$ cat config.mk
export PLATFORM = sky130hd
export DESIGN_NAME = sram_bus_arbiter_flat
export DESIGN_NICKNAME = d
export VERILOG_FILES = /design/src/rtl/sram_bus_arbiter_if.sv /design/src/rtl/sram_bus_arbiter.sv /design/src/flat_wrapper.sv
export SDC_FILE = /design/constraint.sdc
export NUM_CORES = 1
export LEC_CHECK = 0
export BUFFER_PORTS_ARGS = -buffer_cell sky130_fd_sc_hd__buf_2
export CAP_MARGIN = 40
export CELL_PAD_IN_SITES_DETAIL_PLACEMENT = 0
export CELL_PAD_IN_SITES_GLOBAL_PLACEMENT = 1
export CORE_AREA = 2 2 124 126
export DETAILED_ROUTE_END_ITERATION = 10
export DIE_AREA = 0 0 126 128
export PLACE_DENSITY_LB_ADDON = 0.1
export SLEW_MARGIN = 20
export SYNTH_ARGS = -nofsm -noshare
export SYNTH_HDL_FRONTEND = slang
export SYNTH_SLANG_ARGS = --single-unit
$ cat constraint.sdc
create_clock -name clk -period 2.5 [get_ports clk]
set_input_delay 0.125 -clock clk [delete_from_list [all_inputs] [get_ports clk]]
set_output_delay 0.125 -clock clk [all_outputs]
set_load 0.005 [all_outputs]
$ cat src/rtl/sram_bus_arbiter_if.sv
// sram_bus_arbiter_if
//   One sram-like bus link: a request side (req/wr/size/wstrb/addr/wdata)
//   and a response side (addr_ok/data_ok/rdata).
// Modports
//   master : issues requests (drives req..wdata, receives addr_ok/data_ok/rdata)
//   slave  : serves requests (receives req..wdata, drives addr_ok/data_ok/rdata)
interface sram_bus_arbiter_if;
    logic        req;
    logic        wr;
    logic [1:0]  size;
    logic [3:0]  wstrb;
    logic [31:0] addr;
    logic [31:0] wdata;
    logic        addr_ok;
    logic        data_ok;
    logic [31:0] rdata;

    modport master (
        output req, wr, size, wstrb, addr, wdata,
        input  addr_ok, data_ok, rdata
    );

    modport slave (
        input  req, wr, size, wstrb, addr, wdata,
        output addr_ok, data_ok, rdata
    );
endinterface

$ cat src/rtl/sram_bus_arbiter.sv
// sram_bus_arbiter
//   Shares one downstream sram-like port between the fetch requester (inst)
//   and the load/store requester (data). One address handshake per cycle;
//   an in-order tag FIFO remembers who issued each outstanding transaction
//   so every returning data_ok is steered back to its issuer. Zero added
//   latency in either direction.
// Ports
//   clk        : clock
//   reset      : synchronous, active-high reset
//   inst       : fetch requester link (slave side of the link)
//   data       : load/store requester link (slave side of the link)
//   mem        : downstream link (master side of the link)
//   proto_err  : sticky; a response arrived with nothing outstanding
module sram_bus_arbiter #(
    parameter int MAX_OUTSTANDING = 4,
    parameter int CNT_W           = 3
) (
    input  logic                   clk,
    input  logic                   reset,
    sram_bus_arbiter_if.slave      inst,
    sram_bus_arbiter_if.slave      data,
    sram_bus_arbiter_if.master     mem,
    output logic                   proto_err
);

    localparam int PTR_W = (MAX_OUTSTANDING > 1) ? $clog2(MAX_OUTSTANDING) : 1;

    typedef enum logic {
        OWN_INST = 1'b0,
        OWN_DATA = 1'b1
    } owner_t;

    // The lock keeps the downstream request stable while it waits for
    // mem.addr_ok, so the owner can never switch mid-handshake.
    typedef enum logic [1:0] {
        LOCK_NONE = 2'b00,
        LOCK_INST = 2'b01,
        LOCK_DATA = 2'b10
    } lock_t;

    lock_t                      lock_q, lock_d;
    owner_t                     owner;
    logic [MAX_OUTSTANDING-1:0] tag_q;       // 1 = data, 0 = inst
    logic [PTR_W-1:0]           wr_ptr_q, rd_ptr_q;
    logic [CNT_W-1:0]           count_q;
    logic                       full;
    logic                       mem_req;
    logic                       push, pop;
    logic                       head_is_data;

    assign full = (count_q == CNT_W'(MAX_OUTSTANDING));

    // Lock state register
    always_ff @(posedge clk) begin
        if (reset) begin
            lock_q <= LOCK_NONE;
        end else begin
            lock_q <= lock_d;
        end
    end

    // Grant, handshake and lock next-state
    always_comb begin
        owner        = OWN_INST;
        mem_req      = 1'b0;
        push         = 1'b0;
        pop          = 1'b0;
        head_is_data = 1'b0;
        lock_d       = lock_q;

        case (lock_q)
            LOCK_INST: owner = OWN_INST;
            LOCK_DATA: owner = OWN_DATA;
            default:   owner = data.req ? OWN_DATA : OWN_INST;
        endcase

        // Gating with reset keeps every handshake output quiet in the reset cycle.
        mem_req      = ~reset & ~full & ((owner == OWN_DATA) ? data.req : inst.req);
        push         = mem_req & mem.addr_ok;
        pop          = ~reset & mem.data_ok & (count_q != '0);
        head_is_data = tag_q[rd_ptr_q];

        if (mem_req && !mem.addr_ok) begin
            lock_d = (owner == OWN_DATA) ? LOCK_DATA : LOCK_INST;
        end else if (push) begin
            lock_d = LOCK_NONE;
        end
    end

    assign mem.req   = mem_req;
    assign mem.wr    = (owner == OWN_DATA) ? data.wr    : inst.wr;
    assign mem.size  = (owner == OWN_DATA) ? data.size  : inst.size;
    assign mem.wstrb = (owner == OWN_DATA) ? data.wstrb : inst.wstrb;
    assign mem.addr  = (owner == OWN_DATA) ? data.addr  : inst.addr;
    assign mem.wdata = (owner == OWN_DATA) ? data.wdata : inst.wdata;

    assign inst.addr_ok = push & (owner == OWN_INST);
    assign data.addr_ok = push & (owner == OWN_DATA);
    assign inst.data_ok = pop & ~head_is_data;
    assign data.data_ok = pop &  head_is_data;
    assign inst.rdata   = mem.rdata;
    assign data.rdata   = mem.rdata;

    // Tag FIFO, pointers, occupancy and protocol error flag.
    // Pointers wrap naturally because MAX_OUTSTANDING is a power of two.
    always_ff @(posedge clk) begin
        if (reset) begin
            tag_q     <= '0;
            wr_ptr_q  <= '0;
            rd_ptr_q  <= '0;
            count_q   <= '0;
            proto_err <= 1'b0;
        end else begin
            if (push) begin
                tag_q[wr_ptr_q] <= (owner == OWN_DATA);
                wr_ptr_q        <= wr_ptr_q + PTR_W'(1);
            end
            if (pop) begin
                rd_ptr_q <= rd_ptr_q + PTR_W'(1);
            end
            case ({push, pop})
                2'b10:   count_q <= count_q + CNT_W'(1);
                2'b01:   count_q <= count_q - CNT_W'(1);
                default: count_q <= count_q;
            endcase
            if (mem.data_ok && (count_q == '0)) begin
                proto_err <= 1'b1;
            end
        end
    end

endmodule

$ cat src/flat_wrapper.sv
// flat-port wrapper written by rule: the top's interface ports become plain ports
module sram_bus_arbiter_flat 
#(
    parameter int MAX_OUTSTANDING = 4,
    parameter int CNT_W           = 3
)
  (clk, reset, proto_err, inst_req, inst_wr, inst_size, inst_wstrb, inst_addr, inst_wdata, inst_addr_ok, inst_data_ok, inst_rdata, data_req, data_wr, data_size, data_wstrb, data_addr, data_wdata, data_addr_ok, data_data_ok, data_rdata, mem_req, mem_wr, mem_size, mem_wstrb, mem_addr, mem_wdata, mem_addr_ok, mem_data_ok, mem_rdata);
  sram_bus_arbiter_if inst_i ();
  sram_bus_arbiter_if data_i ();
  sram_bus_arbiter_if mem_i ();
  input  logic clk;
  input  logic reset;
  output logic proto_err;
  input wire logic [$bits(inst_i.req)-1:0] inst_req;
  input wire logic [$bits(inst_i.wr)-1:0] inst_wr;
  input wire logic [$bits(inst_i.size)-1:0] inst_size;
  input wire logic [$bits(inst_i.wstrb)-1:0] inst_wstrb;
  input wire logic [$bits(inst_i.addr)-1:0] inst_addr;
  input wire logic [$bits(inst_i.wdata)-1:0] inst_wdata;
  output wire logic [$bits(inst_i.addr_ok)-1:0] inst_addr_ok;
  output wire logic [$bits(inst_i.data_ok)-1:0] inst_data_ok;
  output wire logic [$bits(inst_i.rdata)-1:0] inst_rdata;
  input wire logic [$bits(data_i.req)-1:0] data_req;
  input wire logic [$bits(data_i.wr)-1:0] data_wr;
  input wire logic [$bits(data_i.size)-1:0] data_size;
  input wire logic [$bits(data_i.wstrb)-1:0] data_wstrb;
  input wire logic [$bits(data_i.addr)-1:0] data_addr;
  input wire logic [$bits(data_i.wdata)-1:0] data_wdata;
  output wire logic [$bits(data_i.addr_ok)-1:0] data_addr_ok;
  output wire logic [$bits(data_i.data_ok)-1:0] data_data_ok;
  output wire logic [$bits(data_i.rdata)-1:0] data_rdata;
  output wire logic [$bits(mem_i.req)-1:0] mem_req;
  output wire logic [$bits(mem_i.wr)-1:0] mem_wr;
  output wire logic [$bits(mem_i.size)-1:0] mem_size;
  output wire logic [$bits(mem_i.wstrb)-1:0] mem_wstrb;
  output wire logic [$bits(mem_i.addr)-1:0] mem_addr;
  output wire logic [$bits(mem_i.wdata)-1:0] mem_wdata;
  input wire logic [$bits(mem_i.addr_ok)-1:0] mem_addr_ok;
  input wire logic [$bits(mem_i.data_ok)-1:0] mem_data_ok;
  input wire logic [$bits(mem_i.rdata)-1:0] mem_rdata;
  assign inst_i.req = inst_req;
  assign inst_i.wr = inst_wr;
  assign inst_i.size = inst_size;
  assign inst_i.wstrb = inst_wstrb;
  assign inst_i.addr = inst_addr;
  assign inst_i.wdata = inst_wdata;
  assign inst_addr_ok = inst_i.addr_ok;
  assign inst_data_ok = inst_i.data_ok;
  assign inst_rdata = inst_i.rdata;
  assign data_i.req = data_req;
  assign data_i.wr = data_wr;
  assign data_i.size = data_size;
  assign data_i.wstrb = data_wstrb;
  assign data_i.addr = data_addr;
  assign data_i.wdata = data_wdata;
  assign data_addr_ok = data_i.addr_ok;
  assign data_data_ok = data_i.data_ok;
  assign data_rdata = data_i.rdata;
  assign mem_req = mem_i.req;
  assign mem_wr = mem_i.wr;
  assign mem_size = mem_i.size;
  assign mem_wstrb = mem_i.wstrb;
  assign mem_addr = mem_i.addr;
  assign mem_wdata = mem_i.wdata;
  assign mem_i.addr_ok = mem_addr_ok;
  assign mem_i.data_ok = mem_data_ok;
  assign mem_i.rdata = mem_rdata;
  sram_bus_arbiter #(.MAX_OUTSTANDING(MAX_OUTSTANDING), .CNT_W(CNT_W)) u_core (.clk(clk), .reset(reset), .inst(inst_i), .data(data_i), .mem(mem_i), .proto_err(proto_err));
endmodule
# ---- After elaboration in Yosys (flattened, before gate mapping)
# Cells that the tools add are included.
dict set report word_totals {
  word_cells 56
  register_bits 14
}
dict set report classes {
  n_addsub 4
  n_lt_le_gt_ge 3
  muxes 17
  n_bitwise 13
  n_eq_ne 5
  n_reduce_logical 8
}
# operator count
set ops {}
lappend ops {{$mux 32} 2}
lappend ops {{$and 1x1->1} 9}
lappend ops {{$mux 2} 4}
lappend ops {{$lt 2x3->1 const B} 2}
lappend ops {{$pmux 3 s2} 1}
lappend ops {{$mux 1} 5}
lappend ops {{$add 2x1->2 const B} 2}
lappend ops {{$bwmux 4} 1}
lappend ops {{$eq 2x1->1 const B} 2}
lappend ops {{$eq 2x2->1 const B} 2}
lappend ops {{$mux 4} 1}
lappend ops {{$not 1->1} 4}
lappend ops {{$reduce_bool 2->1} 2}
lappend ops {{$add 3x1->3 const B} 1}
lappend ops {{$eq 3x3->1 const B} 1}
lappend ops {{$logic_and 1x1->1} 3}
lappend ops {{$logic_not 3->1} 1}
lappend ops {{$reduce_bool 3->1} 1}
lappend ops {{$sub 3x1->3 const B} 1}
lappend ops {{$bmux 1 s2} 1}
lappend ops {{$demux 1 s2} 1}
lappend ops {{$ge 2x1->1 const B} 1}
lappend ops {{$pmux 1 s2} 1}
lappend ops {{$logic_not 1->1} 1}

# ---- Logic depth before layout (Yosys ltp)
dict set report depth {
  ltp_word 7
  depth_mapped 12
  depth_no_buf 11
}

# ---- Least setup slack after synthesis
# Ideal clock, no wire load.
dict set report synth_path {
  path_type {flip-flop to flip-flop}
  start {register u_core.lock_q[0]}
  end {register u_core.count_q[2]}
  synth_period_minus_slack_ps 2697
  setup_slack_ps -197
  arrival_ps 2627
  path_stages_with_launch 13
  setup_ps 71
  t_required_ps 2429
  path_cell_list {dfxtp_1 inv_1 ha_1 or3b_1 o211a_1 buf_6 nand2_1 ha_1 inv_1 fa_1 xor2_1 or3_2 a21oi_1}
}
dict set report synth_between {
  elab_chain_cells 7
}
# element line_no
set synth_lines {}
lappend synth_lines {{start, declared} sram_bus_arbiter.sv:41} ;# lock_t lock_q, lock_d;
lappend synth_lines {{start signal, assigned} sram_bus_arbiter.sv:58} ;# lock_q <= lock_d;
lappend synth_lines {{$eq 2x2->1 or $eq 2x1->1 (tied branches)} sram_bus_arbiter.sv:71} ;# case (lock_q)
lappend synth_lines {{$pmux 1 s2 (*)} sram_bus_arbiter.sv:71}
lappend synth_lines {{$mux 1 (*)} sram_bus_arbiter.sv:78} ;# mem_req = ~reset & ~full & ((owner == OWN_DATA) ? data.req : inst.req);
lappend synth_lines {{$and 1x1->1 (*)} sram_bus_arbiter.sv:78}
lappend synth_lines {{$and 1x1->1 (*)} sram_bus_arbiter.sv:79} ;# push = mem_req & mem.addr_ok;
lappend synth_lines {{$eq 2x1->1 or $eq 2x2->1 (tied branches)} sram_bus_arbiter.sv:121} ;# case ({push, pop})
lappend synth_lines {{$pmux 3 s2 or $reduce_bool 2->1 (tied branches)} n/a}
lappend synth_lines {{end signal, assigned} sram_bus_arbiter.sv:122} ;# 2'b10: count_q <= count_q + CNT_W'(1);
lappend synth_lines {{end signal, assigned} sram_bus_arbiter.sv:123} ;# 2'b01: count_q <= count_q - CNT_W'(1);
lappend synth_lines {{end signal, assigned} sram_bus_arbiter.sv:124} ;# default: count_q <= count_q;
lappend synth_lines {{end, declared} sram_bus_arbiter.sv:45} ;# logic [CNT_W-1:0] count_q;
# Mark *: on every way between the ends. The rest lies on a longest branch, timed or not.
# A chain may end at the register's enable or synchronous reset.

# ---- Worst setup path after layout
# Same ends and word-level chain as after synthesis.

==> qor.yml <==
run_status: "complete, no violations"
worstPathArrival_ns: 2.57
p_switching_mw: 0.446
hp-class: "primary input to register"
synth_warnings: 0
grt_util_all_layers_pct: 11.1
grt_pass1_wl_um: 14300
cts_tree: "done"
end_kind: "register"
dp_hpwl_um: 8190
ios: 321
timing.final.crit_share_pct: 95.8
vias_per_cell: 3.78
drive_above_1_share_pct: 47.4
dieArea_mm2: 0.0161
ir_drop_mv: 0.244
firstDrtPassIters: 4
yosysSeqAreaShare_pct: 12.9
drc_errors: 0
place_ws_ns: 0.0277
pwr-share-comb_pct: 52.5
sw_frac_of_total_pct: 36.0
fin_tns_setup_ns: 0
initial_core_util_pct: 14.6
crit_type: "register to register"
cts_sinks: 14
final.setup.worst_slack_ns: 0.105
cts_buffers: 3
critPathSlowestCell: "fa_2"
ant_nets: 0
io_buffers: 224
clk_latency_ns: 0.24
max_stage_delay_ns: 0.34
path_clk_slew_ns: 0.05
gp_congestion: 0.684
row_count: 45
fill_cells: 1745
final_util_pct: 21.4
synth-edff-count: 0
first_iter_violations: 57
wirelength_um: 9940
grt_setup_unrepaired: "no"
multi_input_comb_area_mm2: 0.00136
crit_required_ns: 2.68
ff_latch_area_um2: 282
syn_avg_cell_area_um2: 5.70
finalHoldViolCount: 0
cts.path.max_buffers: 2
grt_overflow: 0
antenna_found_initial: 0
grt_max_degree: 74
fp.coreArea_mm2: 0.0149
cp_cell_sequence: "inv_2, ha_4, mux2_4, o211a_4, nand2_4, ha_4, inv_2, fa_2, xor2_2, or3_4, a21oi_2"
synthFlopType: "dfxtp_1"
nNetsFinal: 722
n_antenna_cell: 0
synth_area_mm2: 0.00217
area_delta_synth_final_pct: 46.8
synth_fp_nets: 568
leakage_nw: 1.95
setup_violations: 0
max-slew-margin-rel_pct: 48.1
reg2reg_depth: 11
timing.hold.worst_path_depth: 3
worstMarginPinSlew_ns: 0.778
vias: 2728
finClkSkew_ns: 0.000883
maxSlewViolCount: 0
clockPowerShare_pct: 27.2
powerDensity_mw_per_mm2: 388
period_minus_slack_ns: 2.39
die_x_um: 126
drv_cap: 0
internal-power_mw: 0.792
synth_cell_type_count: 30
synth_cells: 381
start_kind: "register"
htreeDepth: 1
synth_seq_cells: 14
fp.dieH_um: 128
final_common_cell: "buf_2"
grt_pass1_vias: 2604
root_buffer: "clkbuf_16"
seq_power_share_pct: 20.3
cp_max_fo: 3
async_flop_share_pct: 0
final_cell_mix: "224 x buf_2, 216 x nand2_1, 13 x dfxtp_1, 9 x nor2_1, 7 x buf_4"
clock.fmax_mhz: 418
wl_per_cell_um: 13.8
-- registers in the layout, indices dropped and copies added (netlist names) --
register          cells
u_core.lock_q         2
u_core.proto_err      1
u_core.wr_ptr_q       2
u_core.rd_ptr_q       2
u_core.tag_q          4
u_core.count_q        3
-- cell usage after synthesis, drive strengths merged (2+ instances only) --
master,count,share of area (%)
ha,6,3.5
nor3,3,0.69
dfxtp,14,13
o32a,2,0.92
buf,73,25
nor2,9,1.6
nand2b,5,1.4
clkbuf,10,1.7
a21oi,4,0.92
xor2,2,0.81
mux2i,5,2.3
xnor2,3,1.2
inv,8,1.4
nor2b,3,0.86
or3b,2,0.92
nand3,5,1.2
nand2,217,37
-- power by group through the flow --
stage / Combinational [mW] / Clock, mW / Sequential [mW]
CTS: 0.666 / 0.353 / 0.252
floorplan: 0.401 / 0 / 0.253
global placement: 0.667 / 0 / 0.256
detailed placement: 0.662 / 0 / 0.256
global route: 0.740 / 0.366 / 0.254
finish: 0.650 / 0.336 / 0.251
-- area by class of cell --
type / instances / area share, %
inverters: 8 / 0.942
clock buffers: 4 / 2.79
repair buffers: 232 / 37.4
well taps: 188 / 7.38
multi-input cells: 276 / 42.6
flip-flops and latches: 14 / 8.83
-- path summary, 6_finish.rpt --
path	start	slack, ns	to
worst max-delay path	u_core.lock_q[0]	0.11	u_core.count_q[2]
worst min-delay path	mem_data_ok	0.14	u_core.proto_err
worst max register to register	u_core.lock_q[0]	0.11	u_core.count_q[2]
worst min register to register	u_core.tag_q[2]	0.48	u_core.tag_q[2]
-- logic make-up (layout without fill, tap and decap cells) --
family	Yosys count	after routing	share of synthesized area, %
AOI/OAI and AO/OA	9	9	3.23
xor gates and xnor gates	5	5	2.02
DFF	14	14	12.9
buffers and inverters	91	244	27.9
and+or+nand+nor	248	248	45.6
adders and majority gates	7	7	4.38
muxes	7	7	4.03
-- stage by stage --
step	cells	cell area, µm²	total power, mW	hold WS [ns]
detailed placement	717	3070	0.918	0.250
finish	722	3190	1.24	0.143
floorplan	381	2210	0.654	0.264
global placement	717	3070	0.923	0.250
CTS	721	3160	1.27	0.144
global route	722	3190	1.36	0.165
-- timing repair --
item | in CTS | in global routing
buffers inserted | 0 | 1
gates resized for setup | 0 | 3
endpoints found under the setup margin | 0 | 1
hold buffers | 0 | 0
endpoints found under the hold margin | 0 | 0
-- critical path, delay by kind of cell (launching register included) --
family	cells	cell delay [ns]
buffers and inverters	2	0.07
AO/OA/AOI/OAI	2	0.35
XOR/XNOR	1	0.15
flip-flops	1	0.32
AND/OR/NAND/NOR	2	0.40
adder cells (fa/ha/maj)	3	0.74
multiplexers	1	0.30
-- layer usage --
layer	vias to the layer above	global-route usage [%]	share of wire, %
li1	1403	-	-
met5	-	0	0
met3	18	5.43	13
met4	0	3.04	2.4
met2	148	19.1	47
met1	1159	12.1	38
Note: power is estimated with default switching activity, not from simulation.
